**src/rtl/instr_queue_pkg.sv**
```systemverilog
// Shared constants and types for the instruction prefetch queue.
// Stands in for the shared word/instruction widths and the default queue depth.
package instr_queue_pkg;

    localparam int unsigned WORD_W            = 32;
    localparam int unsigned INSTR_LEN         = 32;
    localparam int unsigned INSTR_QUEUE_DEPTH = 4;

    typedef struct packed {
        logic [WORD_W-1:0]    pc;
        logic [INSTR_LEN-1:0] instr;
    } iq_entry_t;

endpackage

```
**src/rtl/queue_ram.sv**
```systemverilog
// Storage array for the instruction queue: one synchronous write port and
// one asynchronous read port. Contents are deliberately not reset.
module queue_ram #(
    parameter  int unsigned DEPTH  = 4,
    parameter  int unsigned DATA_W = 64,
    localparam int unsigned ADDR_W = $clog2(DEPTH)
) (
    input  logic              clk_i,
    input  logic              we_i,
    input  logic [ADDR_W-1:0] waddr_i,
    input  logic [DATA_W-1:0] wdata_i,
    input  logic [ADDR_W-1:0] raddr_i,
    output logic [DATA_W-1:0] rdata_o
);

    logic [DATA_W-1:0] mem_q [DEPTH];

    always_ff @(posedge clk_i) begin
        if (we_i) begin
            mem_q[waddr_i] <= wdata_i;
        end
    end

    assign rdata_o = mem_q[raddr_i];

endmodule

```
**src/rtl/instr_queue.sv**
```systemverilog
// Instruction prefetch queue between Fetch and Decode, flushed on a taken branch.
// Define INSTR_QUEUE_BYPASS_EN for a zero-latency in->out path on an empty queue.
module instr_queue
    import instr_queue_pkg::*;
#(
    parameter  int unsigned DEPTH  = INSTR_QUEUE_DEPTH,
    localparam int unsigned ADDR_W = $clog2(DEPTH)
) (
    input  logic                 clk,
    input  logic                 reset,
    input  logic                 flush,
    input  logic                 in_valid,
    output logic                 in_ready,
    input  logic [WORD_W-1:0]    in_pc,
    input  logic [INSTR_LEN-1:0] in_instr,
    output logic                 out_valid,
    input  logic                 out_ready,
    output logic [WORD_W-1:0]    out_pc,
    output logic [INSTR_LEN-1:0] out_instr,
    output logic [ADDR_W:0]      count
);

    localparam logic [ADDR_W:0] FullCnt = (ADDR_W+1)'(DEPTH);

    logic [ADDR_W-1:0] rd_ptr_q, rd_ptr_d;
    logic [ADDR_W-1:0] wr_ptr_q, wr_ptr_d;
    logic [ADDR_W:0]   count_q, count_d;
    logic              full, empty, push, pop;
    iq_entry_t         wr_entry, rd_entry;
`ifdef INSTR_QUEUE_BYPASS_EN
    logic              bypass;
`endif

    always_comb begin
        full           = (count_q == FullCnt);
        empty          = (count_q == '0);
        in_ready       = !full;
        wr_entry.pc    = in_pc;
        wr_entry.instr = in_instr;
        pop            = !empty & out_ready & !flush;
`ifdef INSTR_QUEUE_BYPASS_EN
        bypass    = empty & in_valid & !flush;
        // A bypassed entry consumed this cycle is never written.
        push      = in_valid & !full & !flush & !(bypass & out_ready);
        out_valid = !empty | bypass;
        out_pc    = bypass ? in_pc : rd_entry.pc;
        out_instr = bypass ? in_instr : rd_entry.instr;
`else
        push      = in_valid & !full & !flush;
        out_valid = !empty;
        out_pc    = rd_entry.pc;
        out_instr = rd_entry.instr;
`endif
        count = count_q;
    end

    always_comb begin
        rd_ptr_d = rd_ptr_q;
        wr_ptr_d = wr_ptr_q;
        count_d  = count_q;
        if (flush) begin
            rd_ptr_d = '0;
            wr_ptr_d = '0;
            count_d  = '0;
        end else begin
            if (push) begin
                wr_ptr_d = wr_ptr_q + ADDR_W'(1);
            end
            if (pop) begin
                rd_ptr_d = rd_ptr_q + ADDR_W'(1);
            end
            case ({push, pop})
                2'b10:   count_d = count_q + (ADDR_W+1)'(1);
                2'b01:   count_d = count_q - (ADDR_W+1)'(1);
                default: count_d = count_q;
            endcase
        end
    end

    always_ff @(posedge clk or negedge reset) begin
        if (!reset) begin
            rd_ptr_q <= '0;
            wr_ptr_q <= '0;
            count_q  <= '0;
        end else begin
            rd_ptr_q <= rd_ptr_d;
            wr_ptr_q <= wr_ptr_d;
            count_q  <= count_d;
        end
    end

    queue_ram #(
        .DEPTH  (DEPTH),
        .DATA_W ($bits(iq_entry_t))
    ) u_queue_ram (
        .clk_i   (clk),
        .we_i    (push),
        .waddr_i (wr_ptr_q),
        .wdata_i (wr_entry),
        .raddr_i (rd_ptr_q),
        .rdata_o (rd_entry)
    );

endmodule

```
**config.mk**
```make
export PLATFORM = sky130hd
export DESIGN_NAME = instr_queue
export DESIGN_NICKNAME = d
export VERILOG_FILES = /design/src/rtl/instr_queue_pkg.sv /design/src/rtl/queue_ram.sv /design/src/rtl/instr_queue.sv
export SDC_FILE = /design/constraint.sdc
export NUM_CORES = 1
export LEC_CHECK = 0
export BUFFER_PORTS_ARGS = -buffer_cell sky130_fd_sc_hd__buf_2
export CORE_AREA = 2 2 151 153
export DETAILED_ROUTE_END_ITERATION = 7
export DIE_AREA = 0 0 153 155
export PLACE_DENSITY_LB_ADDON = 0.2
export SKIP_CTS_REPAIR_TIMING = 1
export SLEW_MARGIN = 15
export SYNTH_ARGS = -nofsm -noshare
export SYNTH_HDL_FRONTEND = slang
export SYNTH_SLANG_ARGS = --single-unit
```
**constraint.sdc**
```tcl
create_clock -name clk -period 5.21 [get_ports clk]
set_clock_uncertainty 0.2 [all_clocks]
set_input_delay 0.521 -clock clk [delete_from_list [all_inputs] [get_ports clk]]
set_output_delay 0.521 -clock clk [all_outputs]
set_load 0.005 [all_outputs]
```
### Word-level counts from Yosys, hierarchy flattened

Memory sizes are Yosys's and may differ from the RTL's.
Cells that the tools add are included.
Widths: inputs -> output; s select.

* memories kept: 1
* word-level logic and storage cells: 30
* register bits after elaboration: 7
* memory bits (writable): 256
* input port bits: 69
* output and inout port bits: 69

* multiplexer cells: 8
* add/subtract/negate cells: 4
* reductions and logical operators: 7
* equal/unequal tests: 3
* bitwise logic cells: 4

Memory list
* u_queue_ram.mem_q: words 4, bits a word 64, read ports 1, clocked after Yosys merged registers in 0, wr ports 1, RTL line queue_ram.sv:16 `logic [DATA_W-1:0] mem_q [DEPTH];`

Operator list (count)
* $mux 2: 4
* $pmux 3 s2: 1
* $add 2x1->2 const B: 2
* $and 1x1->1: 4
* $reduce_bool 2->1: 2
* $add 3x1->3 const B: 1
* $eq 3x3->1 const B: 1
* $logic_not 1->1: 3
* $logic_not 3->1: 1
* $mux 3: 1
* $reduce_bool 3->1: 1
* $sub 3x1->3 const B: 1
* $eq 2x1->1 const B: 1
* $eq 2x2->1 const B: 1
* $mux 1: 2

### Logic depth before layout (Yosys ltp)

Gate-level depths: netlist of the first run.

* depth in word-level cells: 7
* gate-level depth with buffers: 9
* mapped depth without buffers: 8

### Modules after synthesis

Synthesis of the first run repeated with hierarchy kept, for this count alone.

* cells, all modules: 392
* area total of the unflattened synthesis: 9828.2 µm²

By module, submodules not included
* queue_ram: area each 9341.5 µm², seq. area each 7687.4 µm², cells each 338, instances 1
* instr_queue: area each 486.7 µm², seq. area each 175.2 µm², cells each 54, instances 1

### Least setup slack after synthesis of the first run

No wires, ideal clock.

* kind: reg-to-reg
* from: register count_q[0], in the netlist count[0]
* to: memory u_queue_ram.mem_q[0][0], enable pin
* library setup time: 0.429 ns
* required time: 4.581 ns
* buffers on the path: 1
* arrival time: 2.468 ns
* clock period less this slack: 3.097 ns
* setup slack: 2.113 ns
* stages on the path, launching flop included: 6
* path through: dfrtp_1 > buf_2 > or3b_4 > nand2_2 > nor2_1 > and2_1

* cells in the longest elaborated chain, start to end: 6

Ends and longest elaborated chain
* start: declaration: RTL line instr_queue.sv:27 `logic [ADDR_W:0] count_q, count_d;`
* start signal: assignment: RTL line instr_queue.sv:88 `count_q <= count_d;`
* $eq 3x3->1: RTL line instr_queue.sv:35 `full = (count_q == FullCnt);`
* $logic_not 1->1
* via in_ready: RTL line instr_queue.sv:13 `output logic in_ready,`
* $and 1x1->1 (2 in series): RTL line instr_queue.sv:49 `push = in_valid & !full & !flush;`
* $mux 1: RTL line queue_ram.sv:19 `if (we_i) begin`
* $mux 1 (implied by the code): RTL line queue_ram.sv:20 `mem_q[waddr_i] <= wdata_i;`
* end: declaration: RTL line queue_ram.sv:16

The timed path passes the listed nets, and every way through them passes these cells.

### Worst setup path in the final report of the first run

* from: register rd_ptr_q[0]
* to: output port out_instr[2]

* cells in the longest elaborated chain, start to end: 1

Ends and longest elaborated chain
* start: declaration: RTL line instr_queue.sv:25 `logic [ADDR_W-1:0] rd_ptr_q, rd_ptr_d;`
* start signal: assignment: RTL line instr_queue.sv:86 `rd_ptr_q <= rd_ptr_d;`
* $mem_v2 4x64
* end: declaration: RTL line instr_queue.sv:19 `output logic [INSTR_LEN-1:0] out_instr,`

Every way passes these cells.

==> results of run 1 <==
## layout make-up
| class | instances | area [sq um] | share of cell area |
|---|---|---|---|
| Inverter | 5 | 18.8 | 0.00162 |
| Clock buffer | 35 | 706 | 0.0608 |
| Clock inverter | 10 | 120 | 0.0103 |
| Timing Repair Buffer | 145 | 761 | 0.0655 |
| Tap cell | 285 | 357 | 0.0307 |
| Multi-Input combinational cell | 112 | 1780 | 0.153 |
| Sequential cell | 263 | 7870 | 0.678 |
## path summary, 6_finish.rpt
kind / start / end / slack, ns / cells past startpoint
setup / recovery: rd_ptr_q[0] / out_instr[2] / 1.84 / 3
hold / removal: in_pc[13] / u_queue_ram.mem_q[2][45] / 0.01 / 1
setup reg to reg: count[0] / u_queue_ram.mem_q[3][34] / 2.63 / 4
hold reg to reg: wr_ptr_q[1] / wr_ptr_q[1] / 0.39 / 2
max in group asynchronous: reset / rd_ptr_q[0] / 4.46 / 2
min in group asynchronous: reset / count[2] / 0.16 / 2
## cell usage after synthesis, types with 2 or more instances
cell type	count	area [sq um]
dfrtp_1	7	175
a31oi_1	2	12.5
buf_4	5	37.5
nand2_1	3	11.3
inv_1	5	18.8
nor2_1	7	26.3
nand3_1	3	15.0
edfxtp_1	256	7690
or3_1	2	12.5
nor3_1	2	10.0
o22ai_1	2	12.5
o21ai_0	3	15.0
a21oi_1	3	15.0
a211oi_1	2	15.0
buf_2	12	60.1
xor2_1	3	26.3
mux4_2	64	1440
and2_1	4	25.0
ha_1	4	50.1
## where the power goes
part	internal, mW	leakage, nW	switching [mW]
sequential	2.41	2.41	0.0839
combinational	0.272	1.06	0.205
clock	1.09	0.403	0.725
## layer usage
layer	share of wire	GRT usage	routed length (microns)	vias up
met5	0	0	0	-
met4	0.021	0.0445	374	0
met2	0.52	0.264	9230	103
met3	0.041	0.0276	734	29
li1	-	-	-	1998
met1	0.42	0.197	7440	2360
## registers in the layout, indices dropped and copies added, names as in the netlist
name               flops
count                  3
wr_ptr_q               2
u_queue_ram.mem_q    256
rd_ptr_q               2
## worst max-delay path: stages, from the launching register on
cell and delay, ns:
dfrtp_4 1.02, buf_4 0.39, mux4_2 0.54, buf_2 0.14
## stage by stage
step | instance area, sq um | setup WS (ns)
floorplan | 9750 | 2.11
global placement | 10700 | 2.27
detailed placement | 10700 | 2.25
CTS | 11500 | 1.69
global route | 11600 | 1.59
finish | 11600 | 1.84
## kinds of logic (layout without fill, tap and decap cells)
kind of cell,count (synthesis),count (layout)
AOI/OAI and AO/OA,15,15
muxes,64,64
buffers and inverters,23,195
and+or+nand+nor,24,24
DFF,263,263
adders and majority gates,5,5
xor gates and xnor gates,4,4
==> flow_summary.json, run 1 <==
{
  "status": "finished clean",
  "worstHoldPathType": "input port to flop",
  "die_y_microns": 155,
  "boundaryPins": 138,
  "grt-ovfl-total": 0,
  "core_sq_um": 22200,
  "grt_max_degree": 66,
  "port_buffers": 137,
  "diodes": 0,
  "synth_xor_area_frac": 0.00359,
  "dp_cells": 804,
  "drt_first_pass_iters": 4,
  "clkSinkCount": 263,
  "syn_inst": 398,
  "die_w_microns": 153,
  "total_power_mw": 4.79,
  "syn_avg_cell_area_sq_um": 24.5,
  "nets": 628,
  "ys_async_sr_fraction": 0.0266,
  "startpoint_type": "flop",
  "routed_wl_microns": 17800,
  "grt_first_pass_wirelength_microns": 27900,
  "crit_path_end_kind": "primary output",
  "vias_per_cell": 5.25,
  "fmax_ghz": 0.297,
  "ant_nets": 0,
  "grt_antenna_before_repair": 0,
  "finalCritPeriodShare": 0.647,
  "synth_top_family_by_area": "multiplexers",
  "ctsLongestPathBuffers": 3,
  "syn-cell-area_sq_um": 9750,
  "layout-drive-gt1-share": 0.428,
  "drcViolationCount": 0,
  "ir_drop_mv": 0.414,
  "area_delta_synth_final_pct": 19.1,
  "whs_ns": 0.0140,
  "fillers": 1765,
  "gp_congestion": 0.675,
  "num_vias": 4490,
  "path_clk_slew_ns": 0.06,
  "synthesis.nets": 472,
  "tns_ns": 0,
  "max_slew.worst_pin.slew_ns": 1.03,
  "ys_seq_area_frac": 0.807,
  "setup.worst_path.class": "flop to primary output",
  "slew_headroom": 0.315,
  "synthMuxAreaShare": 0.148,
  "critPathMaxFanout": 44,
  "grt_usage": 0.152,
  "clk_latency_ns": 0.52,
  "cts_tree": "built",
  "layout_commonest_cell": "edfxtp_1",
  "max_cap_viol_count": 0,
  "synth_edf_count": 256,
  "layout_common_cells": "256 x edfxtp_1, 137 x buf_2, 64 x mux4_2",
  "p_leak_nw": 3.87,
  "yosys.cell_types.count": 28,
  "post_layout_nonfiller_instances": 855,
  "grt_pass1_vias": 4850,
  "drtIter0Drc": 186,
  "yosysWarnings": 0,
  "synth-simple-area-share": 0.0128,
  "synthAdderAreaFrac": 0.00719,
  "die-area_sq_um": 23700,
  "cts-root-buf": "clkbuf_16",
  "p_per_area_nw_per_um2": 413,
  "ys.flop_type": "edfxtp_1",
  "cp.arrival_ns": 2.65,
  "wl_per_cell_microns": 20.8,
  "cp.required_ns": 4.49,
  "hold_viol": 0,
  "cts-htree-levels": 1,
  "final_util": 0.522,
  "setup_viol": 0,
  "hpwl_microns": 10100,
  "row_count": 55,
  "synth_compound_area_frac": 0.00963,
  "start_util": 0.439,
  "min_period_ns": 3.37,
  "cts-buffers-inserted": 27,
  "rsz0062_at_grt": "false",
  "synth-seq-cells": 263,
  "slew_viol_final": 0
}
(Power assumes the default switching activity.)
==> run 2: changes to the inputs <==
==> constraint.sdc (replaced) <==
create_clock -name clk -period 2.98 [get_ports clk]
set_clock_uncertainty 0.2 [all_clocks]
set_input_delay 0.298 -clock clk [delete_from_list [all_inputs] [get_ports clk]]
set_output_delay 0.298 -clock clk [all_outputs]
set_load 0.005 [all_outputs]
==> run 2 against run 1 <==
Net effect:
- clock power up 70%
- sequential share of layout area down 4.4 points
- worst hold slack better by 0.033 ns
- first-iteration DRC count up 12%
- combinational power up 110%
- non-clock buffer count up 74
- wire length up 3.1%
- count of clock-buffer cells in the layout down 2
- design area up 6.9%
- global-route usage up 0.17 points
- critical endpoint is now out_pc[7]
- highest routed layer unchanged
==> flow_summary.json, run 2 (synthesized netlist as in run 1, its figures left out) <==
{
  "clk_latency_ns": 0.51,
  "seqPwrFrac": 0.512,
  "core_sq_um": 22200,
  "layout_commonest_cell": "edfxtp_1",
  "cp.required_ns": 2.48,
  "diodes": 0,
  "nets": 701,
  "worstHoldPathType": "input port to flop",
  "critPathMaxFanout": 20,
  "drtIter0Drc": 209,
  "setup.worst_path.class": "flop to primary output",
  "internal-power_mw": 6.60,
  "worst_r2r_path_depth": 8,
  "slew_viol_final": 0,
  "port_buffers": 137,
  "max_cap_viol_count": 0,
  "pre_cts_slack_ns": 0.460,
  "startpoint_type": "flop",
  "p_switching_mw": 1.81,
  "drcViolationCount": 0,
  "grt_max_degree": 41,
  "grt-ovfl-total": 0,
  "vias_per_cell": 5.08,
  "layout_common_cells": "256 x edfxtp_1, 137 x buf_2, 68 x dlygate4sd3_1",
  "min_period_ns": 2.68,
  "finalWorstSetupSlack_ns": 0.297,
  "tns_ns": 0,
  "hpwl_microns": 10800,
  "crit_path_end_kind": "primary output",
  "grt_pass1_vias": 4839,
  "min_path_cells": 4,
  "cp.arrival_ns": 2.19,
  "rr_endpoint": "count[1]",
  "start_util": 0.439,
  "num_vias": 4728,
  "row_count": 55,
  "slew_headroom": 0.656,
  "fillers": 1705,
  "holdPathEnd": "rd_ptr_q[1]",
  "max_slew.worst_pin.slew_ns": 0.515,
  "status": "finished clean",
  "area_delta_synth_final_pct": 27.3,
  "r2r-start": "count[0]",
  "grt_usage": 0.153,
  "layout-drive-gt1-share": 0.398,
  "die-area_sq_um": 23700,
  "p_clk_frac": 0.368,
  "drt_first_pass_iters": 5,
  "die_y_microns": 155,
  "hold_path_startpoint": "out_ready",
  "p_per_area_nw_per_um2": 678,
  "wl_per_cell_microns": 19.7,
  "die_w_microns": 153,
  "largest_reg_flops": 256,
  "ant_nets": 0,
  "rsz0062_at_grt": "false",
  "boundaryPins": 138,
  "clkSinkCount": 263,
  "cts_tree": "built",
  "swShare": 0.215,
  "grt_antenna_before_repair": 0,
  "cts-buffers-inserted": 26,
  "path_clk_slew_ns": 0.06,
  "cts-root-buf": "clkbuf_16",
  "routed_wl_microns": 18300,
  "setup_viol": 0,
  "pwr-share-comb": 0.121,
  "hold_viol": 0,
  "gp_congestion": 0.704,
  "largest-register": "u_queue_ram.mem_q",
  "ir_drop_mv": 0.367,
  "finalCritPeriodShare": 0.900,
  "p_leak_nw": 4.21,
  "fmax_ghz": 0.373,
  "grt_first_pass_wirelength_microns": 28000,
  "ctsLongestPathBuffers": 3,
  "cts-htree-levels": 1,
  "ff2ff_setup_slack_ns": 0.43
}
[run 2: routing by layer]
metal | share of wire | global-route usage
met5 | 0 | 0
met4 | 0.015 | 0.0362
met3 | 0.048 | 0.0340
met2 | 0.51 | 0.264
met1 | 0.43 | 0.202
[run 2: worst max-delay path: stages, from the launching register on]
cell     delay, ns
dfrtp_4       0.71
buf_4         0.30
mux4_2        0.52
buf_2         0.14
[run 2: cell type report]
cell class                      instances  area, sq um  share of cell area
Timing Repair Buffer                  219         1570               0.127
Sequential cell                       263         7870               0.634
Clock inverter                         14          116             0.00938
Clock buffer                           33          698              0.0563
Tap cell                              285          357              0.0287
Inverter                                5         18.8             0.00151
Multi-Input combinational cell        112         1780               0.143
[run 2: worst max-delay path by stage]
stage	startpoint	endpoint	slack, ns	depth (start not counted)
after floorplan	count[0]	count[1]	0.56	9
after global placement	count[0]	count[1]	0.60	8
after detailed placement	count[0]	count[1]	0.46	8
after CTS	rd_ptr_q[0]	out_pc[7]	0.21	3
after global routing	rd_ptr_q[0]	out_pc[7]	0.13	3
final	rd_ptr_q[0]	out_pc[7]	0.30	3
[run 2: through the flow]
| stage | area [sq um] | util | cells | hold WS, ns | power, mW |
|---|---|---|---|---|---|
| CTS | 11700 | 0.528 | 863 | -0.611 | 8.47 |
| global placement | 10900 | 0.491 | 816 | -0.0631 | 5.33 |
| global route | 12400 | 0.558 | 931 | 0.0530 | 8.77 |
| floorplan | 9750 | - | 398 | -0.198 | 4.92 |
| finish | 12400 | 0.558 | 931 | 0.0467 | 8.41 |
| detailed placement | 10900 | 0.491 | 816 | -0.0539 | 5.36 |
[run 2: power by group through the flow]
| stage | combinational [mW] | clock [mW] | sequential (mW) |
|---|---|---|---|
| after global placement | 0.957 | 0 | 4.38 |
| after global routing | 1.11 | 3.33 | 4.32 |
| after CTS | 0.972 | 3.19 | 4.31 |
| final | 1.01 | 3.09 | 4.30 |
| after floorplan | 0.592 | 0 | 4.32 |
| after detailed placement | 0.970 | 0 | 4.39 |
==> run 3: changes to the inputs <==
--- a/config.mk
+++ b/config.mk
@@ -9,7 +9,7 @@
 export CORE_AREA = 2 2 151 153
 export DETAILED_ROUTE_END_ITERATION = 7
 export DIE_AREA = 0 0 153 155
-export PLACE_DENSITY_LB_ADDON = 0.2
+export PLACE_DENSITY = 0.67
 export SKIP_CTS_REPAIR_TIMING = 1
 export SLEW_MARGIN = 15
 export SYNTH_ARGS = -nofsm -noshare
==> run 3 against run 2 <==
Net effect:
- die area stayed put
- combinational power about the same
- sequential power about the same
- sequential share of layout area unchanged
- worst hold slack lost 0.016 ns
- register-to-register slack lost 0.15 ns
- first-iteration DRC count grew 57%
- count of clock-buffer cells in the layout unchanged
- via count up 2.2%
- critical path type unchanged
- largest power group unchanged
==> flow_summary.json, run 3 (synthesized netlist as in run 1, its figures left out) <==
{
  "status": "finished clean",
  "die_y_microns": 155,
  "gp_congestion": 0.739,
  "nets": 698,
  "grt_max_degree": 38,
  "vias_per_cell": 5.20,
  "area_delta_synth_final_pct": 27.3,
  "ant_nets": 0,
  "slew_viol_final": 0,
  "critPathMaxFanout": 29,
  "tns_ns": 0,
  "p_leak_nw": 4.23,
  "stdcell_area_sq_um": 12400,
  "wl_per_cell_microns": 19.7,
  "slew_headroom": 0.604,
  "crit_family": "buffers and inverters",
  "cts-htree-levels": 1,
  "die_w_microns": 153,
  "largest-register": "u_queue_ram.mem_q",
  "grt_first_pass_wirelength_microns": 27600,
  "crit_buf_inv": 2,
  "max_slew.worst_pin.slew_ns": 0.594,
  "p_per_area_nw_per_um2": 687,
  "layout-drive-gt1-share": 0.404,
  "grt_antenna_before_repair": 0,
  "routed_wl_microns": 18300,
  "worst_r2r_path_depth": 8,
  "grt-ovfl-total": 0,
  "grt_pass1_vias": 4956,
  "start_util": 0.439,
  "crit_path_end_kind": "primary output",
  "cp.arrival_ns": 2.21,
  "pwr-share-comb": 0.121,
  "layout_commonest_cell": "edfxtp_1",
  "startpoint_type": "flop",
  "ctsLongestPathBuffers": 3,
  "path_clk_slew_ns": 0.06,
  "row_count": 55,
  "max_cap_viol_count": 0,
  "num_vias": 4832,
  "clkSinkCount": 263,
  "cp.required_ns": 2.48,
  "min_path_cells": 4,
  "core_sq_um": 22200,
  "drtIter0Drc": 329,
  "p_switching_mw": 1.82,
  "path_cells": "buf_4, mux4_2, buf_2",
  "boundaryPins": 138,
  "cp_slowest_stage_delay_ns": 0.62,
  "setup_viol": 0,
  "rsz0062_at_grt": "false",
  "worstHoldPathType": "input port to flop",
  "drcViolationCount": 0,
  "grt_usage": 0.150,
  "finalCritPeriodShare": 0.909,
  "fmax_ghz": 0.369,
  "clk_latency_ns": 0.52,
  "hpwl_microns": 10800,
  "ir_drop_mv": 0.510,
  "min_period_ns": 2.71,
  "setup.worst_path.class": "flop to primary output",
  "hold_viol": 0,
  "p_clk_frac": 0.378,
  "place_area_sq_um": 10900,
  "swShare": 0.214,
  "cts-root-buf": "clkbuf_16",
  "internal-power_mw": 6.70,
  "die-area_sq_um": 23700,
  "total_power_mw": 8.52,
  "layout_common_cells": "256 x edfxtp_1, 137 x buf_2, 68 x dlygate4sd3_1",
  "cts-buffers-inserted": 26,
  "cpMaxStageDelayCell": "mux4_2",
  "cts_tree": "built",
  "drt_first_pass_iters": 4,
  "seqPwrFrac": 0.502,
  "largest_reg_flops": 256,
  "fillers": 1671,
  "port_buffers": 137,
  "crit_cells": 3
}
-- run 3: layout make-up --
cell class              count  area [sq um]  share of cell area
diodes                      1          2.50            0.000202
flip-flops and latches    263          7870               0.634
repair buffers            216          1520               0.123
inverters                   5          18.8             0.00151
well taps                 285           357              0.0287
clock inverters            14           153              0.0123
clock buffers              33           707              0.0570
multi-input cells         112          1780               0.143
-- run 3: worst paths after layout --
check | startpoint | to | slack (ns)
max in group asynchronous | reset | rd_ptr_q[1] | 1.75
setup reg to reg | count[0] | count[1] | 0.28
hold / removal | in_valid | wr_ptr_q[0] | 0.03
min in group asynchronous | reset | wr_ptr_q[1] | 0.54
setup / recovery | rd_ptr_q[0] | out_instr[1] | 0.27
hold reg to reg | wr_ptr_q[0] | wr_ptr_q[0] | 0.51
-- run 3: power groups by stage --
stage | sequential, mW | clock, mW | combinational [mW]
2_1_floorplan | 4.32 | 0 | 0.592
5_1_grt | 4.29 | 3.42 | 1.13
3_5_place_dp | 4.36 | 0 | 0.980
3_3_place_gp | 4.34 | 0 | 0.960
4_1_cts | 4.28 | 3.29 | 0.981
6_report | 4.28 | 3.22 | 1.03
-- run 3: worst min-delay path, stage by stage --
cell and delay, ns:
buf_2 0.17, nand2_2 0.10, xnor2_1 0.06, nor2_1 0.07
-- run 3: per-stage QoR --
step	util	hold slack [ns]	setup WS, ns	std cells
6_report	0.558	0.0307	0.272	929
5_1_grt	0.558	0.0548	0.131	928
2_1_floorplan	-	-0.198	0.556	398
3_3_place_gp	0.489	-0.0650	0.599	813
4_1_cts	0.527	-0.619	0.196	860
3_5_place_dp	0.489	-0.0614	0.370	813
-- run 3: layer usage --
metal	GRT usage	share of wire	vias to the layer above	wire length, microns
met1	0.199	0.43	2509	7780
met2	0.258	0.50	144	9180
met5	0	0	-	0
met4	0.0489	0.025	0	456
li1	-	-	2145	-
met3	0.0245	0.048	34	881
